$ cat src/rtl/polyphase_rx_combiner_pkg.sv
// Shared defaults and width helpers for the polyphase Rx combiner slice.
package polyphase_pkg;

  localparam int DEF_N_LANES    = 8;
  localparam int DEF_IN_W       = 32;
  localparam int DEF_FIFO_DEPTH = 4;

  // Each adder level grows the word by one bit, so the sum needs log2(lanes) extra bits.
  function automatic int out_width(input int in_w, input int n_lanes);
    return in_w + $clog2(n_lanes);
  endfunction

  localparam int DEF_OUT_W = out_width(DEF_IN_W, DEF_N_LANES);

  typedef logic signed [DEF_IN_W-1:0] lane_sample_t;

endpackage

$ cat src/rtl/polyphase_rx_combiner_if.sv
// Branch-sample inputs, sum output and sticky status of the combiner, bundled as one port.
interface polyphase_rx_combiner_if
  import polyphase_pkg::*;
#(
  parameter int N_LANES    = DEF_N_LANES,
  parameter int IN_W       = DEF_IN_W,
  parameter int FIFO_DEPTH = DEF_FIFO_DEPTH
);

  localparam int OUT_W = out_width(IN_W, N_LANES);
  localparam int CW    = $clog2(FIFO_DEPTH) + 1;

  logic signed [IN_W-1:0]  polyphase_output [N_LANES-1:0];
  logic [N_LANES-1:0]      polyphase_output_tvalid;
  logic                    clr_err;
  logic signed [OUT_W-1:0] sum_tdata;
  logic                    sum_tvalid;
  logic [N_LANES-1:0]      lane_overflow;
  logic [CW-1:0]           lane_level_max;

  modport master (
    output polyphase_output, polyphase_output_tvalid, clr_err,
    input  sum_tdata, sum_tvalid, lane_overflow, lane_level_max
  );

  modport slave (
    input  polyphase_output, polyphase_output_tvalid, clr_err,
    output sum_tdata, sum_tvalid, lane_overflow, lane_level_max
  );

endinterface

$ cat src/rtl/polyphase_rx_combiner_lane_fifo.sv
// Per-lane first-word-fall-through FIFO; a push into a full FIFO with no pop is dropped and pulses overflow.
module polyphase_lane_fifo #(
  parameter int W     = 32,
  parameter int DEPTH = 4,
  localparam int CW   = $clog2(DEPTH) + 1
) (
  input  logic                clk,
  input  logic                rstn,
  input  logic                push,
  input  logic signed [W-1:0] din,
  input  logic                pop,
  output logic signed [W-1:0] dout,
  output logic [CW-1:0]       count,
  output logic                overflow
);

  localparam int PW = $clog2(DEPTH);

  logic signed [W-1:0] mem_q [DEPTH];
  logic signed [W-1:0] mem_d [DEPTH];
  logic [PW-1:0]       wr_ptr_q, wr_ptr_d;
  logic [PW-1:0]       rd_ptr_q, rd_ptr_d;
  logic [CW-1:0]       count_q, count_d;
  logic                full, do_push, do_pop;

  // A pop in the same cycle frees a slot, so a full FIFO can still accept a push.
  always_comb begin
    full     = (count_q == CW'(DEPTH));
    do_pop   = pop && (count_q != '0);
    do_push  = push && (!full || do_pop);
    overflow = push && full && !do_pop;
    mem_d    = mem_q;
    wr_ptr_d = wr_ptr_q;
    rd_ptr_d = rd_ptr_q;
    if (do_push) begin
      mem_d[wr_ptr_q] = din;
      wr_ptr_d        = wr_ptr_q + PW'(1);
    end
    if (do_pop) begin
      rd_ptr_d = rd_ptr_q + PW'(1);
    end
    count_d = count_q + CW'(do_push) - CW'(do_pop);
  end

  always_ff @(posedge clk or negedge rstn) begin
    if (!rstn) begin
      for (int i = 0; i < DEPTH; i++) begin
        mem_q[i] <= '0;
      end
      wr_ptr_q <= '0;
      rd_ptr_q <= '0;
      count_q  <= '0;
    end else begin
      mem_q    <= mem_d;
      wr_ptr_q <= wr_ptr_d;
      rd_ptr_q <= rd_ptr_d;
      count_q  <= count_d;
    end
  end

  assign dout  = mem_q[rd_ptr_q];
  assign count = count_q;

endmodule

$ cat src/rtl/polyphase_rx_combiner.sv
// Realigns skewed polyphase branch outputs in per-lane FIFOs and sums one sample per lane
// through a registered adder tree, with sticky overflow and occupancy reporting.
module polyphase_rx_combiner
  import polyphase_pkg::*;
#(
  parameter int N_LANES    = DEF_N_LANES,
  parameter int IN_W       = DEF_IN_W,
  parameter int FIFO_DEPTH = DEF_FIFO_DEPTH
) (
  input  logic                     clk,
  input  logic                     rstn,
  polyphase_rx_combiner_if.slave   bus
);

  localparam int LVL   = $clog2(N_LANES);
  localparam int OUT_W = out_width(IN_W, N_LANES);
  localparam int CW    = $clog2(FIFO_DEPTH) + 1;
  localparam int HALF  = N_LANES / 2;

  logic signed [IN_W-1:0] head       [N_LANES];
  logic [CW-1:0]          lane_count [N_LANES];
  logic [N_LANES-1:0]     lane_nonempty;
  logic [N_LANES-1:0]     lane_ovf_pulse;
  logic                   all_rdy;

  for (genvar i = 0; i < N_LANES; i++) begin : g_lane
    polyphase_lane_fifo #(
      .W     (IN_W),
      .DEPTH (FIFO_DEPTH)
    ) u_fifo (
      .clk      (clk),
      .rstn     (rstn),
      .push     (bus.polyphase_output_tvalid[i]),
      .din      (bus.polyphase_output[i]),
      .pop      (all_rdy),
      .dout     (head[i]),
      .count    (lane_count[i]),
      .overflow (lane_ovf_pulse[i])
    );
    assign lane_nonempty[i] = (lane_count[i] != '0);
  end

  // Registered counts only: a sample pushed this cycle cannot complete a set until next cycle.
  assign all_rdy = &lane_nonempty;

  logic signed [OUT_W-1:0] operand [LVL][N_LANES];
  logic signed [OUT_W-1:0] tree_q  [LVL][HALF];
  logic signed [OUT_W-1:0] tree_d  [LVL][HALF];
  logic [LVL-1:0]          vld_q, vld_d;

  // Working at full output width equals per-level sign extension, as no level can overflow.
  always_comb begin
    for (int k = 0; k < LVL; k++) begin
      for (int i = 0; i < N_LANES; i++) begin
        operand[k][i] = '0;
      end
    end
    for (int i = 0; i < N_LANES; i++) begin
      operand[0][i] = OUT_W'(head[i]);
    end
    for (int k = 1; k < LVL; k++) begin
      for (int i = 0; i < (N_LANES >> k); i++) begin
        operand[k][i] = tree_q[k-1][i];
      end
    end

    vld_d[0] = all_rdy;
    for (int k = 1; k < LVL; k++) begin
      vld_d[k] = vld_q[k-1];
    end

    tree_d = tree_q;
    for (int k = 0; k < LVL; k++) begin
      for (int j = 0; j < (N_LANES >> (k + 1)); j++) begin
        if (vld_d[k]) begin
          tree_d[k][j] = operand[k][2*j] + operand[k][2*j+1];
        end
      end
    end
  end

  logic [N_LANES-1:0] ovf_q, ovf_d;
  logic [CW-1:0]      lvl_max_q, lvl_max_d;
  logic [CW-1:0]      occ_max;

  // A fresh overflow pulse is ORed in after the clear so it survives a simultaneous clr_err.
  always_comb begin
    occ_max = '0;
    for (int i = 0; i < N_LANES; i++) begin
      if (lane_count[i] > occ_max) begin
        occ_max = lane_count[i];
      end
    end
    ovf_d = (bus.clr_err ? '0 : ovf_q) | lane_ovf_pulse;
    if (bus.clr_err) begin
      lvl_max_d = '0;
    end else if (occ_max > lvl_max_q) begin
      lvl_max_d = occ_max;
    end else begin
      lvl_max_d = lvl_max_q;
    end
  end

  always_ff @(posedge clk or negedge rstn) begin
    if (!rstn) begin
      for (int k = 0; k < LVL; k++) begin
        for (int j = 0; j < HALF; j++) begin
          tree_q[k][j] <= '0;
        end
      end
      vld_q     <= '0;
      ovf_q     <= '0;
      lvl_max_q <= '0;
    end else begin
      tree_q    <= tree_d;
      vld_q     <= vld_d;
      ovf_q     <= ovf_d;
      lvl_max_q <= lvl_max_d;
    end
  end

  assign bus.sum_tdata      = tree_q[LVL-1][0];
  assign bus.sum_tvalid     = vld_q[LVL-1];
  assign bus.lane_overflow  = ovf_q;
  assign bus.lane_level_max = lvl_max_q;

endmodule
$ cat src/flat_wrapper.sv
// flat-port wrapper written by rule: the top's interface ports become plain ports
module polyphase_rx_combiner_flat import polyphase_pkg::*;
#(
  parameter int N_LANES    = DEF_N_LANES,
  parameter int IN_W       = DEF_IN_W,
  parameter int FIFO_DEPTH = DEF_FIFO_DEPTH
)
  (clk, rstn, bus_polyphase_output, bus_polyphase_output_tvalid, bus_clr_err, bus_sum_tdata, bus_sum_tvalid, bus_lane_overflow, bus_lane_level_max);
  polyphase_rx_combiner_if #(.N_LANES(N_LANES), .IN_W(IN_W), .FIFO_DEPTH(FIFO_DEPTH)) bus_i ();
  input  logic clk;
  input  logic rstn;
  input wire logic [$bits(bus_i.polyphase_output)-1:0] bus_polyphase_output;
  input wire logic [$bits(bus_i.polyphase_output_tvalid)-1:0] bus_polyphase_output_tvalid;
  input wire logic [$bits(bus_i.clr_err)-1:0] bus_clr_err;
  output wire logic [$bits(bus_i.sum_tdata)-1:0] bus_sum_tdata;
  output wire logic [$bits(bus_i.sum_tvalid)-1:0] bus_sum_tvalid;
  output wire logic [$bits(bus_i.lane_overflow)-1:0] bus_lane_overflow;
  output wire logic [$bits(bus_i.lane_level_max)-1:0] bus_lane_level_max;
  assign bus_i.polyphase_output = {>>{bus_polyphase_output}};
  assign bus_i.polyphase_output_tvalid = bus_polyphase_output_tvalid;
  assign bus_i.clr_err = bus_clr_err;
  assign bus_sum_tdata = bus_i.sum_tdata;
  assign bus_sum_tvalid = bus_i.sum_tvalid;
  assign bus_lane_overflow = bus_i.lane_overflow;
  assign bus_lane_level_max = bus_i.lane_level_max;
  polyphase_rx_combiner #(.N_LANES(N_LANES), .IN_W(IN_W), .FIFO_DEPTH(FIFO_DEPTH)) u_core (.clk(clk), .rstn(rstn), .bus(bus_i));
endmodule
$ cat config.mk
export PLATFORM = sky130hd
export DESIGN_NAME = polyphase_rx_combiner_flat
export DESIGN_NICKNAME = d
export VERILOG_FILES = /design/src/rtl/polyphase_rx_combiner_pkg.sv /design/src/rtl/polyphase_rx_combiner_if.sv /design/src/rtl/polyphase_rx_combiner_lane_fifo.sv /design/src/rtl/polyphase_rx_combiner.sv /design/src/flat_wrapper.sv
export SDC_FILE = /design/constraint.sdc
export NUM_CORES = 2
export LEC_CHECK = 0
export BUFFER_PORTS_ARGS = -buffer_cell sky130_fd_sc_hd__buf_2
export CORE_ASPECT_RATIO = 1.4
export CORE_MARGIN = 1.5
export CORE_UTILIZATION = 45
export DETAILED_ROUTE_END_ITERATION = 10
export PLACE_DENSITY = 0.65
export SYNTH_ARGS = -nofsm -noshare
export SYNTH_HDL_FRONTEND = slang
export SYNTH_SLANG_ARGS = --single-unit
export TNS_END_PERCENT = 20
$ cat constraint.sdc
create_clock -name clk -period 12.93 [get_ports clk]
set_input_delay 0.6465 -clock clk [delete_from_list [all_inputs] [get_ports clk]]
set_output_delay 0.6465 -clock clk [all_outputs]
set_load 0.03 [all_outputs]
==> flow_summary.json <==
{
  "outcome": "completed",
  "root_buffer": "clkbuf_16",
  "core_area_sq_um": 148000,
  "async_flop_share": 1.00,
  "fp.dieArea_sq_um": 152000,
  "cp_top_family": "compound AO/OA/AOI/OAI gates",
  "cts_htree_levels": 4,
  "synth_most_common_cell": "dfrtp_1",
  "hp-class": "primary input to register",
  "synth_top_cell_by_area": "dfrtp_1",
  "cpPeakStageDelay_ns": 0.43,
  "cts_sinks": 1331,
  "start_util": 0.454,
  "timing.hold.ws_ns": 0.0963,
  "setup_tns_ns": 0,
  "end_kind": "register",
  "tightest_slew_ns": 1.10,
  "synth_ff_type": "dfrtp_1",
  "crit_fanout": 6,
  "grt_start_max_net_pins": 183,
  "antenna_found_initial": 40,
  "syn_nets": 5677,
  "multi_input_area_sq_um": 32600,
  "drive_gt1_frac": 0.323,
  "grt_usage": 0.223,
  "grt_pass1_wl_um": 259000,
  "path_clk_slew_ns": 0.06,
  "dr.first_iter.drc_count": 2288,
  "synthToLayoutAreaGrowth_pct": 12.5,
  "finalCriticalPeriod_ns": 9.78,
  "max_cap_viol_count": 0,
  "cp_data_required_time_ns": 13.60,
  "slew_headroom": 0.268,
  "port_buffers": 313,
  "grt_pass1_vias": 44000,
  "synth_edf_count": 0,
  "synth_top_area_share": 0.494,
  "drc_errors": 0,
  "worst-path-buf-inv": 7,
  "yosys-top-cells-count": "dfrtp_1 (1331), mux2_2 (868), ha_1 (300), nand2_1 (298), mux4_2 (256)",
  "critPathMostFrequentCell": "ha_1",
  "drtAntennaViolNets": 0,
  "finClkSkew_ns": 0.0325,
  "vias_per_cell": 5.65,
  "fin_ws_ns": 3.15,
  "crit_slowest_cell": "dfrtp_1",
  "ctsLongestPathBuffers": 3,
  "grt_setup_unrepaired": "no",
  "arrival_ns": 10.45,
  "fin_crit_sh": 0.757,
  "fin_nets": 5976,
  "vias": 42100,
  "hold_viol": 0,
  "die_x_um": 330,
  "seq_area_sq_um": 33300,
  "place.gp.congestion": 0.887,
  "fillers": 12800,
  "synth.avg_cell_area_sq_um": 13.2,
  "drv_slew": 0,
  "drt-wirelength-per-cell_um": 22.5,
  "regToRegSetupSlack_ns": 3.15,
  "io_pins": 314,
  "ys_warn_count": 0,
  "die-height_um": 461,
  "cts_tree": "done",
  "syn-cell-area_sq_um": 67400,
  "setup_viol": 0,
  "first_pass_iters": 5,
  "yosysUniqueCellTypes": 91,
  "hpwlAfterDp_um": 117000,
  "drt_wl_total_um": 168000,
  "syn_inst": 5095,
  "fmax_mhz": 102,
  "yosysSeqAreaShare": 0.494,
  "clk_latency_ns": 0.80,
  "ys_ff_latch": 1331,
  "cts-buffers-inserted": 140,
  "crit_type": "register to register",
  "dp_slack_ns": 3.10,
  "rows": 167,
  "grt.overflow.total": 0,
  "worstSetupStartpointType": "register",
  "synth_top_cells_by_area": "dfrtp_1 (49%), mux2_2 (15%), mux4_2 (8.6%), ha_1 (5.6%), mux2_1 (3.8%)"
}
logic make-up after synthesis:
| family | after synthesis | synth area share |
|---|---|---|
| AOI/OAI and AO/OA | 812 | 0.0793 |
| and+or+nand+nor | 674 | 0.0465 |
| DFF | 1331 | 0.494 |
| buffers and inverters | 389 | 0.0217 |
| muxes | 1365 | 0.271 |
| adders and majority gates | 315 | 0.0602 |
| xor gates and xnor gates | 209 | 0.0272 |
per-layer routing:
| layer | vias to the layer above | global-route usage | share of wire |
|---|---|---|---|
| met3 | 282 | 0.0478 | 0.053 |
| li1 | 19300 | - | - |
| met1 | 21600 | 0.279 | 0.42 |
| met5 | - | 0 | 0.0017 |
| met2 | 794 | 0.378 | 0.49 |
| met4 | 46 | 0.0783 | 0.033 |
placed cells by master, fill, tap and decap left out, types with 11 or more instances in the layout:
cell       count
a211oi_1      35
a21o_1       127
a21oi_1      177
a31oi_1       20
and2_1        14
and3_1        18
buf_2        312
buf_4         63
bufinv_16     11
clkbuf_1      30
clkbuf_16    141
clkbuf_8      25
clkinv_2      17
dfrtp_1     1322
fa_1          15
ha_1         300
inv_1        163
mux2_1       228
mux2_2       868
mux4_2       256
nand2_1      298
nand2b_1      27
nand3_1       45
nand4_1       15
nor2_1       121
nor2b_1       31
nor3_1        45
o211ai_1      17
o21a_1        40
o21ai_0      176
o21ai_1       42
o21bai_1      31
o2bb2ai_1     14
o31ai_1       32
xnor2_1      141
xor2_1        68
final cells by class:
type,count,share of cell area
inverters,165,0.00817
clock buffers,196,0.0526
well taps,1943,0.0321
multi-input cells,3375,0.430
repair buffers,381,0.0283
flip-flops and latches,1331,0.439
diodes,10,0.000330
clock inverters,51,0.00909
final timing paths:
path	start	to	depth (start not counted)
min in group asynchronous	rstn	u_core.g_lane[2].u_fifo.mem_q[45]	2
worst min-delay path	bus_polyphase_output[227]	u_core.g_lane[7].u_fifo.mem_q[99]	2
worst max register to register	u_core.g_lane[0].u_fifo.count[1]	u_core.bus.lane_level_max[2]	52
worst min register to register	u_core.bus.lane_overflow[6]	u_core.bus.lane_overflow[6]	1
max in group asynchronous	rstn	u_core.g_lane[5].u_fifo.mem_q[95]	5
worst max-delay path	u_core.g_lane[0].u_fifo.count[1]	u_core.bus.lane_level_max[2]	52
worst reg2reg max path, delay by kind of cell (launching register included):
kind                     cells  cell delay [ns]
AO/OA/AOI/OAI               22             3.79
adder cells (fa/ha/maj)      8             2.11
buffers and inverters        7             0.61
flip-flops                   1             0.43
multiplexers                 2             0.66
AND/OR/NAND/NOR             13             2.09
repair_timing:
item | 4_1_cts | 5_1_grt
setup buffers | 0 | 0
resized for setup | 0 | 0
endpoints found under the hold margin | 153 | 0
hold buffers | 1 | 0
per-stage QoR:
step                      cell area, sq um  instances   util
after floorplan                      67400       5095      -
after global placement               71100       7194  0.479
after detailed placement             71100       7194  0.479
after CTS                            75800       7442  0.511
after global routing                 75800       7448  0.511
final                                75800       7452  0.511
flip-flops by register name, summed over array words and instances, names as in the netlist:
register,count
u_core.g_lane.u_fifo.wr_ptr_q,16
u_core.bus.lane_overflow,8
u_core.g_lane.u_fifo.count,24
u_core.bus.sum_tdata,35
u_core.vld_q,3
u_core.g_lane.u_fifo.mem_q,1024
u_core.bus.lane_level_max,3
u_core.g_lane.u_fifo.rd_ptr_q,16
u_core.operand,202
Power is left out: the tool's default activity adds up to more than one toggle a clock period on the data nets, which glitch-free logic cannot reach.
